===== src/rtl/cond_branch_unit.sv =====
// Conditional branch unit: computes compare/add flags, evaluates the PA-RISC condition,
// registers the jump decision, tracks delay-slot nullification and counts taken branches.
module cond_branch_unit #(
    parameter int unsigned WIDTH = 32,
    parameter int unsigned CNT_W = 16
) (
    input  logic             clk,
    input  logic             reset_n,
    input  logic             stall,
    input  logic             flush,
    input  logic             br_valid,
    input  logic             op_add,
    input  logic [WIDTH-1:0] a,
    input  logic [WIDTH-1:0] b,
    input  logic [2:0]       cond,
    input  logic             neg_cond,
    input  logic             nul,
    input  logic             disp_neg,
    input  logic             slot_valid,
    output logic             j_valid,
    output logic             j,
    output logic             nullify,
    output logic [CNT_W-1:0] taken_cnt
);

    typedef enum logic {
        IDLE = 1'b0,
        PEND = 1'b1
    } state_e;

    localparam logic [CNT_W-1:0] CNT_MAX = '1;

    state_e             state_q, state_d;
    logic               jv_q, jv_d;
    logic               j_q, j_d;
    logic [CNT_W-1:0]   cnt_q, cnt_d;

    logic [WIDTH-1:0]   b_op;
    logic [WIDTH:0]     sum;
    logic               flag_z, flag_n, flag_v, flag_c, flag_odd;
    logic               eval_c, taken_c, accept_c, fire_c, slot_killed_c;

    // Subtraction is a + ~b + 1, so one adder serves both operations.
    assign b_op     = op_add ? b : ~b;
    assign sum      = {1'b0, a} + {1'b0, b_op} + {{WIDTH{1'b0}}, ~op_add};

    assign flag_z   = (sum[WIDTH-1:0] == '0);
    assign flag_n   = sum[WIDTH-1];
    assign flag_odd = sum[0];
    assign flag_v   = (a[WIDTH-1] == b_op[WIDTH-1]) && (sum[WIDTH-1] != a[WIDTH-1]);
    // Carry-out of a + ~b + 1 is the inverse of the unsigned borrow.
    assign flag_c   = op_add ? sum[WIDTH] : ~sum[WIDTH];

    always_comb begin
        eval_c = 1'b0;
        unique case (cond)
            3'b000:  eval_c = 1'b0;
            3'b001:  eval_c = flag_z;
            3'b010:  eval_c = flag_n ^ flag_v;
            3'b011:  eval_c = flag_z | (flag_n ^ flag_v);
            3'b100:  eval_c = flag_c;
            3'b101:  eval_c = flag_z | flag_c;
            3'b110:  eval_c = flag_v;
            default: eval_c = flag_odd;
        endcase
    end

    assign taken_c       = eval_c ^ neg_cond;
    assign slot_killed_c = (state_q == PEND) && slot_valid;
    assign accept_c      = br_valid && !slot_killed_c;
    assign fire_c        = nul && (disp_neg ? !taken_c : taken_c);
    assign nullify       = slot_killed_c;

    // Next-state: flush beats stall; stall freezes everything else.
    always_comb begin
        state_d = state_q;
        jv_d    = jv_q;
        j_d     = j_q;
        cnt_d   = cnt_q;
        if (flush) begin
            jv_d    = 1'b0;
            state_d = IDLE;
        end else if (!stall) begin
            jv_d = accept_c;
            if (slot_killed_c) begin
                state_d = IDLE;
            end
            if (accept_c) begin
                j_d = taken_c;
                if (taken_c && (cnt_q != CNT_MAX)) begin
                    cnt_d = cnt_q + CNT_W'(1);
                end
                if (fire_c) begin
                    state_d = PEND;
                end
            end
        end
    end

    always_ff @(posedge clk or negedge reset_n) begin
        if (!reset_n) begin
            state_q <= IDLE;
            jv_q    <= 1'b0;
            j_q     <= 1'b0;
            cnt_q   <= '0;
        end else begin
            state_q <= state_d;
            jv_q    <= jv_d;
            j_q     <= j_d;
            cnt_q   <= cnt_d;
        end
    end

    assign j_valid   = jv_q;
    assign j         = j_q;
    assign taken_cnt = cnt_q;

endmodule


===== config.mk =====
export PLATFORM = sky130hd
export DESIGN_NAME = cond_branch_unit
export DESIGN_NICKNAME = d
export VERILOG_FILES = /design/src/rtl/cond_branch_unit.sv
export SDC_FILE = /design/constraint.sdc
export NUM_CORES = 1
export LEC_CHECK = 0
export CORE_MARGIN = 4
export CORE_UTILIZATION = 35
export CTS_CLUSTER_SIZE = 20
export DETAILED_ROUTE_END_ITERATION = 10
export GPL_TIMING_DRIVEN = 0
export HOLD_SLACK_MARGIN = 0.1
export PLACE_DENSITY_LB_ADDON = 0.12
export SYNTH_ARGS = -nofsm -noshare
export SYNTH_HDL_FRONTEND = slang
export SYNTH_SLANG_ARGS = --single-unit

===== constraint.sdc =====
create_clock -name clk -period 2.8 [get_ports clk]
set_clock_uncertainty 0.15 [all_clocks]
set_input_delay 0.42 -clock clk [delete_from_list [all_inputs] [get_ports clk]]
set_output_delay 0.42 -clock clk [all_outputs]
set_load 0.01 [all_outputs]

=== After elaboration in Yosys (flattened, before gate mapping) ===
Cells that the tools add are included.

* Bits in registers: 19
* Input port bits: 77
* Output and inout port bits: 19
* Logic and storage cells: 48

* Add/sub/neg operators: 3
* Eq/ne operators: 10
* Muxes and demuxes: 11
* Bitwise logic cells: 9
* Reductions and logical operators: 11

{| class="wikitable"
|+ Operator list
! kind !! number
|-
| adder 32 x 32 -> 33 bit || 1
|-
| adder 33 x 1 -> 33 bit || 1
|-
| zero test 32 bit || 1
|-
| two-way mux 32 bit || 1
|-
| NOT 32 bit || 1
|-
| adder 16 x 1 -> 16 bit, second input constant || 1
|-
| inequality test 16 bit, second input constant || 1
|-
| == test 3 bit, second input constant || 3
|-
| two-way mux 1 bit || 9
|-
| case mux 1 bit (7 select lines) || 1
|-
| == test 3 x 2 -> 1 bit, second input constant || 2
|-
| logical AND 1 bit || 5
|-
| NOT 1 bit || 4
|-
| AND reduction 4 bit || 1
|-
| == test 3 x 1 -> 1 bit, second input constant || 1
|-
| zero test 3 bit || 1
|-
| AND reduction 3 bit || 1
|-
| zero test 1 bit || 2
|-
| inequality test 2 x 1 -> 1 bit, second input constant || 1
|-
| OR 1 bit || 2
|-
| XOR 1 bit || 2
|-
| == test 1 bit || 1
|-
| inequality test 1 bit || 1
|}

=== Logic depth before layout (Yosys ltp) ===
* Word-level depth: 17
* Gate-level depth with buffers: 19
* Gate-level depth less buffers: 15

=== Worst setup path after synthesis ===
OpenSTA, ideal clock, no wires.

* Path kind: input port to flip-flop
* From: in op_add
* To: reg cnt_q[12], in the netlist taken_cnt[12]
* Setup time: 0.126 ns
* Arrival time: 3.931 ns
* Data required time: 2.524 ns
* Setup slack: -1.407 ns
* Stages: 18
* Path buffers: 4
* Cells stage by stage: buf_6 clkbuf_1 xnor2_1 ha_1 clkbuf_1 nand2_1 nor3_1 or3b_2 o211ai_1 mux2_2 nor3_1 a21oi_1 nor3_1 mux2i_1 o21ai_2 buf_6 nand3_2 xnor2_1

* Word-level cells in the longest chain between the ends: 11
* Elaborated cells between the ends (all ways): 17
* Classes of those cells: 2 x add/sub; 2 x eq/ne; 3 x mux; 6 x bitwise; 4 x reduce/logical

{| class="wikitable"
|+ RTL lines
! item !! RTL line !! RTL
|-
| start: declaration || 12 || <nowiki>input logic op_add,</nowiki>
|-
| two-way mux 32 bit || 44 || <nowiki>assign b_op = op_add ? b : ~b;</nowiki>
|-
| adder 32 x 32 -> 33 bit || 45 || <nowiki>assign sum = {1'b0, a} + {1'b0, b_op} + {{WIDTH{1'b0}}, ~op_add};</nowiki>
|-
| adder 33 x 1 -> 33 bit || 45 ||
|-
| inequality test 1 bit || 50 || <nowiki>assign flag_v = (a[WIDTH-1] == b_op[WIDTH-1]) && (sum[WIDTH-1] != a[WIDTH-1]);</nowiki>
|-
| logical AND 1 bit || 50 ||
|-
| XOR 1 bit || 59, 60 ||
|-
| OR 1 bit || 60 || <nowiki>3'b011: eval_c = flag_z | (flag_n ^ flag_v);</nowiki>
|-
| case mux 1 bit (7 select lines) (*) || 56 || <nowiki>unique case (cond)</nowiki>
|-
| XOR 1 bit (*) || 68 || <nowiki>assign taken_c = eval_c ^ neg_cond;</nowiki>
|-
| logical AND 1 bit (*) || 90 || <nowiki>if (taken_c && (cnt_q != CNT_MAX)) begin</nowiki>
|-
| AND reduction 4 bit (no line) (*) || n/a ||
|-
| end signal: assignment || 110 || <nowiki>cnt_q <= cnt_d;</nowiki>
|-
| end: declaration || 36 || <nowiki>logic [CNT_W-1:0] cnt_q, cnt_d;</nowiki>
|}

Mark *: on every way between the ends. The rest lies on a longest branch, timed or not.
A chain may end at the register's enable or synchronous reset.

=== Final worst setup path ===
* From: in op_add
* To: reg cnt_q[15], in the netlist taken_cnt[15]

Same word-level chain as after synthesis.

==> flow_metrics.tcl <==
set metrics [dict create \
    max_slew_margin_pct 44.4 \
    synth_top_area_share_pct 12.9 \
    tns_ns -18.95 \
    rsz0062_at_grt "yes" \
    power_density_nw_per_um2 357 \
    clk_latency_ns 0.25 \
    antenna_found_initial 0 \
    port_buffers 94 \
    rr_worst_depth 12 \
    clk_path_buf_depth 2 \
    cp-end-kind "register" \
    cts_root_buf "clkbuf_8" \
    p_sw_w 0.000974 \
    coreArea_um2 10300 \
    p_leak_nw 2.62 \
    numClockSinks 19 \
    post-dp-hpwl_um 8930 \
    route.detailed.drc 0 \
    gr-usage-all-layers_pct 19.0 \
    combPwrFrac_pct 76.0 \
    max-cap-violations 0 \
    gp_congestion 0.907 \
    synth_nets 595 \
    status "finished, violations left" \
    vias 4255 \
    io_pins 96 \
    syn_to_final_growth_pct 70.1 \
    synth_cell_types 67 \
    tritoncts.num_buffers 3 \
    synth-edff-count 0 \
    required_ns 2.79 \
    die_h_um 111 \
    start_kind "primary input" \
    ant_nets 0 \
    fmax_ghz 0.254 \
    diodes 0 \
    wl_um 12200 \
    holdPathStages 1 \
    ctsHoldBuffers 0 \
    ir_drop_mv 0.442 \
    r2r_setup_slack_ns 0.08 \
    fin_ws_ns -1.13 \
    netlist_area_um2 3680 \
    drv_slew 0 \
    critPathKind "primary input to register" \
    viasPerCell 5.51 \
    drt_first_iter_violations 196 \
    setup_viol 18 \
    hp-class "register to register" \
    grt_overflow 0 \
    r2r_end "taken_cnt[15]$_DFFE_PN0P_" \
    finalCriticalPeriod_ns 3.93 \
    switching_share_pct 43.5 \
    postPlaceCellArea_um2 5060 \
    synthArstFlopShare_pct 100 \
    synth_area_leaders "dfrtp_1 (13%), ha_1 (12%), xnor2_1 (12%)" \
    wire_per_inst_um 15.8 \
    path_max_fanout 8 \
    drive_gt1_share_pct 33.2 \
    grt_pass1_vias 4250 \
    dieArea_um2 12200 \
    synth-main-ff-cell "dfrtp_1" \
    yosysSeqAreaShare_pct 12.9 \
    yosys.area.top_type "dfrtp_1" \
    syn_avg_cell_area_um2 7.64 \
    internal_power_w 0.00126 \
    cts_tree "done" \
    yosys_warnings 0 \
    ys_ff_latch 19 \
    clkTransAtPathRegs_ns 0.07 \
    power_frac_clock_pct 8.4 \
    reg2reg_from "taken_cnt[7]$_DFFE_PN0P_" \
    first_pass_iters 4 \
    cp-endpoint "taken_cnt[15]$_DFFE_PN0P_" \
    rows 37 \
    p_seq_share_pct 15.6 \
    violations "setup timing" \
    startpoint "op_add" \
    postSynthCellCount 482 \
    grt_pass1_wl_um 20300 \
    power_w 0.00224 \
    worst_pin_slew_ns 0.831 \
    fin_crit_sh_pct 141 \
    fin_nets 750 \
    finalHoldViolCount 0 \
    critPathArrivalTime_ns 3.93 \
    fin_area_um2 6260 \
    htreeDepth 1 \
    grt_max_degree 20 \
    initial_core_util_pct 35.8 \
    die_x_um 111 \
]
-- flip-flops by register name, indices dropped and copies added (netlist names) --
| signal | flops |
|---|---|
| state_q | 1 |
| j | 1 |
| taken_cnt | 16 |
| j_valid | 1 |
-- critical path, stage by stage --
cell and delay, ns:
buf_12 0.12, clkbuf_16 0.16, xnor2_2 0.13, ha_1 0.30, buf_6 0.11, nand4_1 0.09, buf_4 0.17, nor4_4 0.31
a22oi_4 0.13, a2111oi_4 0.43, o21ai_2 0.11, a2111oi_2 0.38, nand4_1 0.25, mux2i_2 0.24, o21ai_4 0.14, buf_6 0.19
nand3_2 0.09, xnor2_2 0.15
-- metal layers --
metal / track usage (%) / vias up / wire (µm) / share of wire (%)
met5: 0 / - / 0 / 0
met4: 3.45 / 0 / 172 / 1.4
met3: 3.84 / 14 / 683 / 5.6
met2: 31.2 / 108 / 5700 / 47
met1: 26.0 / 2005 / 5650 / 46
li1: - / 2128 / - / -
-- synth_stat cells (3+ instances only) --
cell	n
and2_1	4
xor2_1	7
o221ai_1	4
o2111ai_1	4
or2_2	3
and3_1	13
ha_1	35
o21ai_0	27
o211ai_1	9
buf_2	8
o21bai_1	4
nor4_1	5
a31o_2	3
nor2_1	19
nand2_1	41
or3_1	7
dfrtp_1	19
nor3_1	12
a31oi_1	8
mux2i_1	4
inv_1	11
clkbuf_1	16
nand3_2	4
nor4b_1	3
nor2b_1	4
a21o_1	13
o21a_1	8
a211oi_1	7
mux2_2	4
nand4_1	17
a21boi_0	3
nand2b_1	10
nand3_1	11
xnor2_1	49
a21oi_1	42
-- stage by stage --
| step | hold WS, ns | utilization [%] | cells | worst slack [ns] |
|---|---|---|---|---|
| after floorplan | -0.0256 | - | 482 | -0.989 |
| after global placement | 0.326 | 49.2 | 712 | -1.77 |
| after detailed placement | 0.325 | 49.2 | 712 | -1.87 |
| after CTS | 0.346 | 56.7 | 759 | -1.07 |
| after global routing | 0.365 | 61.0 | 772 | -1.33 |
| final | 0.342 | 61.0 | 772 | -1.13 |
-- final cells by class --
class / instances / area, µm²
buffer: 24 / 288
multi-input combinational: 424 / 3790
timing repair buffer: 154 / 1450
fill: 911 / 4010
clock buffer: 4 / 45.0
tap: 136 / 170
sequential: 19 / 475
inverter: 11 / 41.3
-- how the worst min path moves through the flow --
stage                                          from                         to  slack [ns]
after floorplan                             reset_n              j$_DFFE_PN0P_       -0.03
after global placement    taken_cnt[15]$_DFFE_PN0P_  taken_cnt[15]$_DFFE_PN0P_        0.33
after detailed placement  taken_cnt[14]$_DFFE_PN0P_  taken_cnt[14]$_DFFE_PN0P_        0.32
after CTS                 taken_cnt[14]$_DFFE_PN0P_  taken_cnt[14]$_DFFE_PN0P_        0.35
after global routing      taken_cnt[11]$_DFFE_PN0P_  taken_cnt[11]$_DFFE_PN0P_        0.37
final                     taken_cnt[14]$_DFFE_PN0P_  taken_cnt[14]$_DFFE_PN0P_        0.34
-- power groups by stage --
stage                     Combinational [W]  Clock [W]  Sequential [W]
final                               0.00170   0.000188        0.000349
after global routing                0.00185   0.000209        0.000357
after CTS                           0.00154   0.000194        0.000346
after detailed placement            0.00128          0        0.000351
after global placement              0.00126          0        0.000350
after floorplan                    0.000869          0        0.000361
-- cells by family after synthesis --
| logic type | Yosys count | synth area share [%] |
|---|---|---|
| xor+xnor | 56 | 13.3 |
| compound gates | 159 | 29.9 |
| fa+ha+maj | 36 | 12.4 |
| flops | 19 | 12.9 |
| simple gates | 165 | 24.4 |
| mux | 8 | 2.31 |
| buf+inv | 39 | 4.72 |
-- repair_timing --
action	CTS	global route
resized for setup	101	65
gates cloned	2	0
setup buffers	44	14
pin swaps	70	28
setup endpoints to repair	18	18
-- placed cells by master (no fill, tap or decap), types with 10 or more instances in the layout --
master / instances
xnor2_1: 32
dfrtp_1: 19
nor2_1: 17
dlygate4sd2_1: 13
nand3_1: 10
buf_4: 54
a21o_1: 12
nand4_1: 17
a21oi_1: 29
o21ai_0: 20
buf_6: 12
nand2_2: 11
xnor2_2: 15
and3_1: 11
clkdlybuf4s50_1: 73
ha_1: 24
nand2_1: 28
inv_1: 10
No activity file was read; power rests on OpenSTA's default activity.
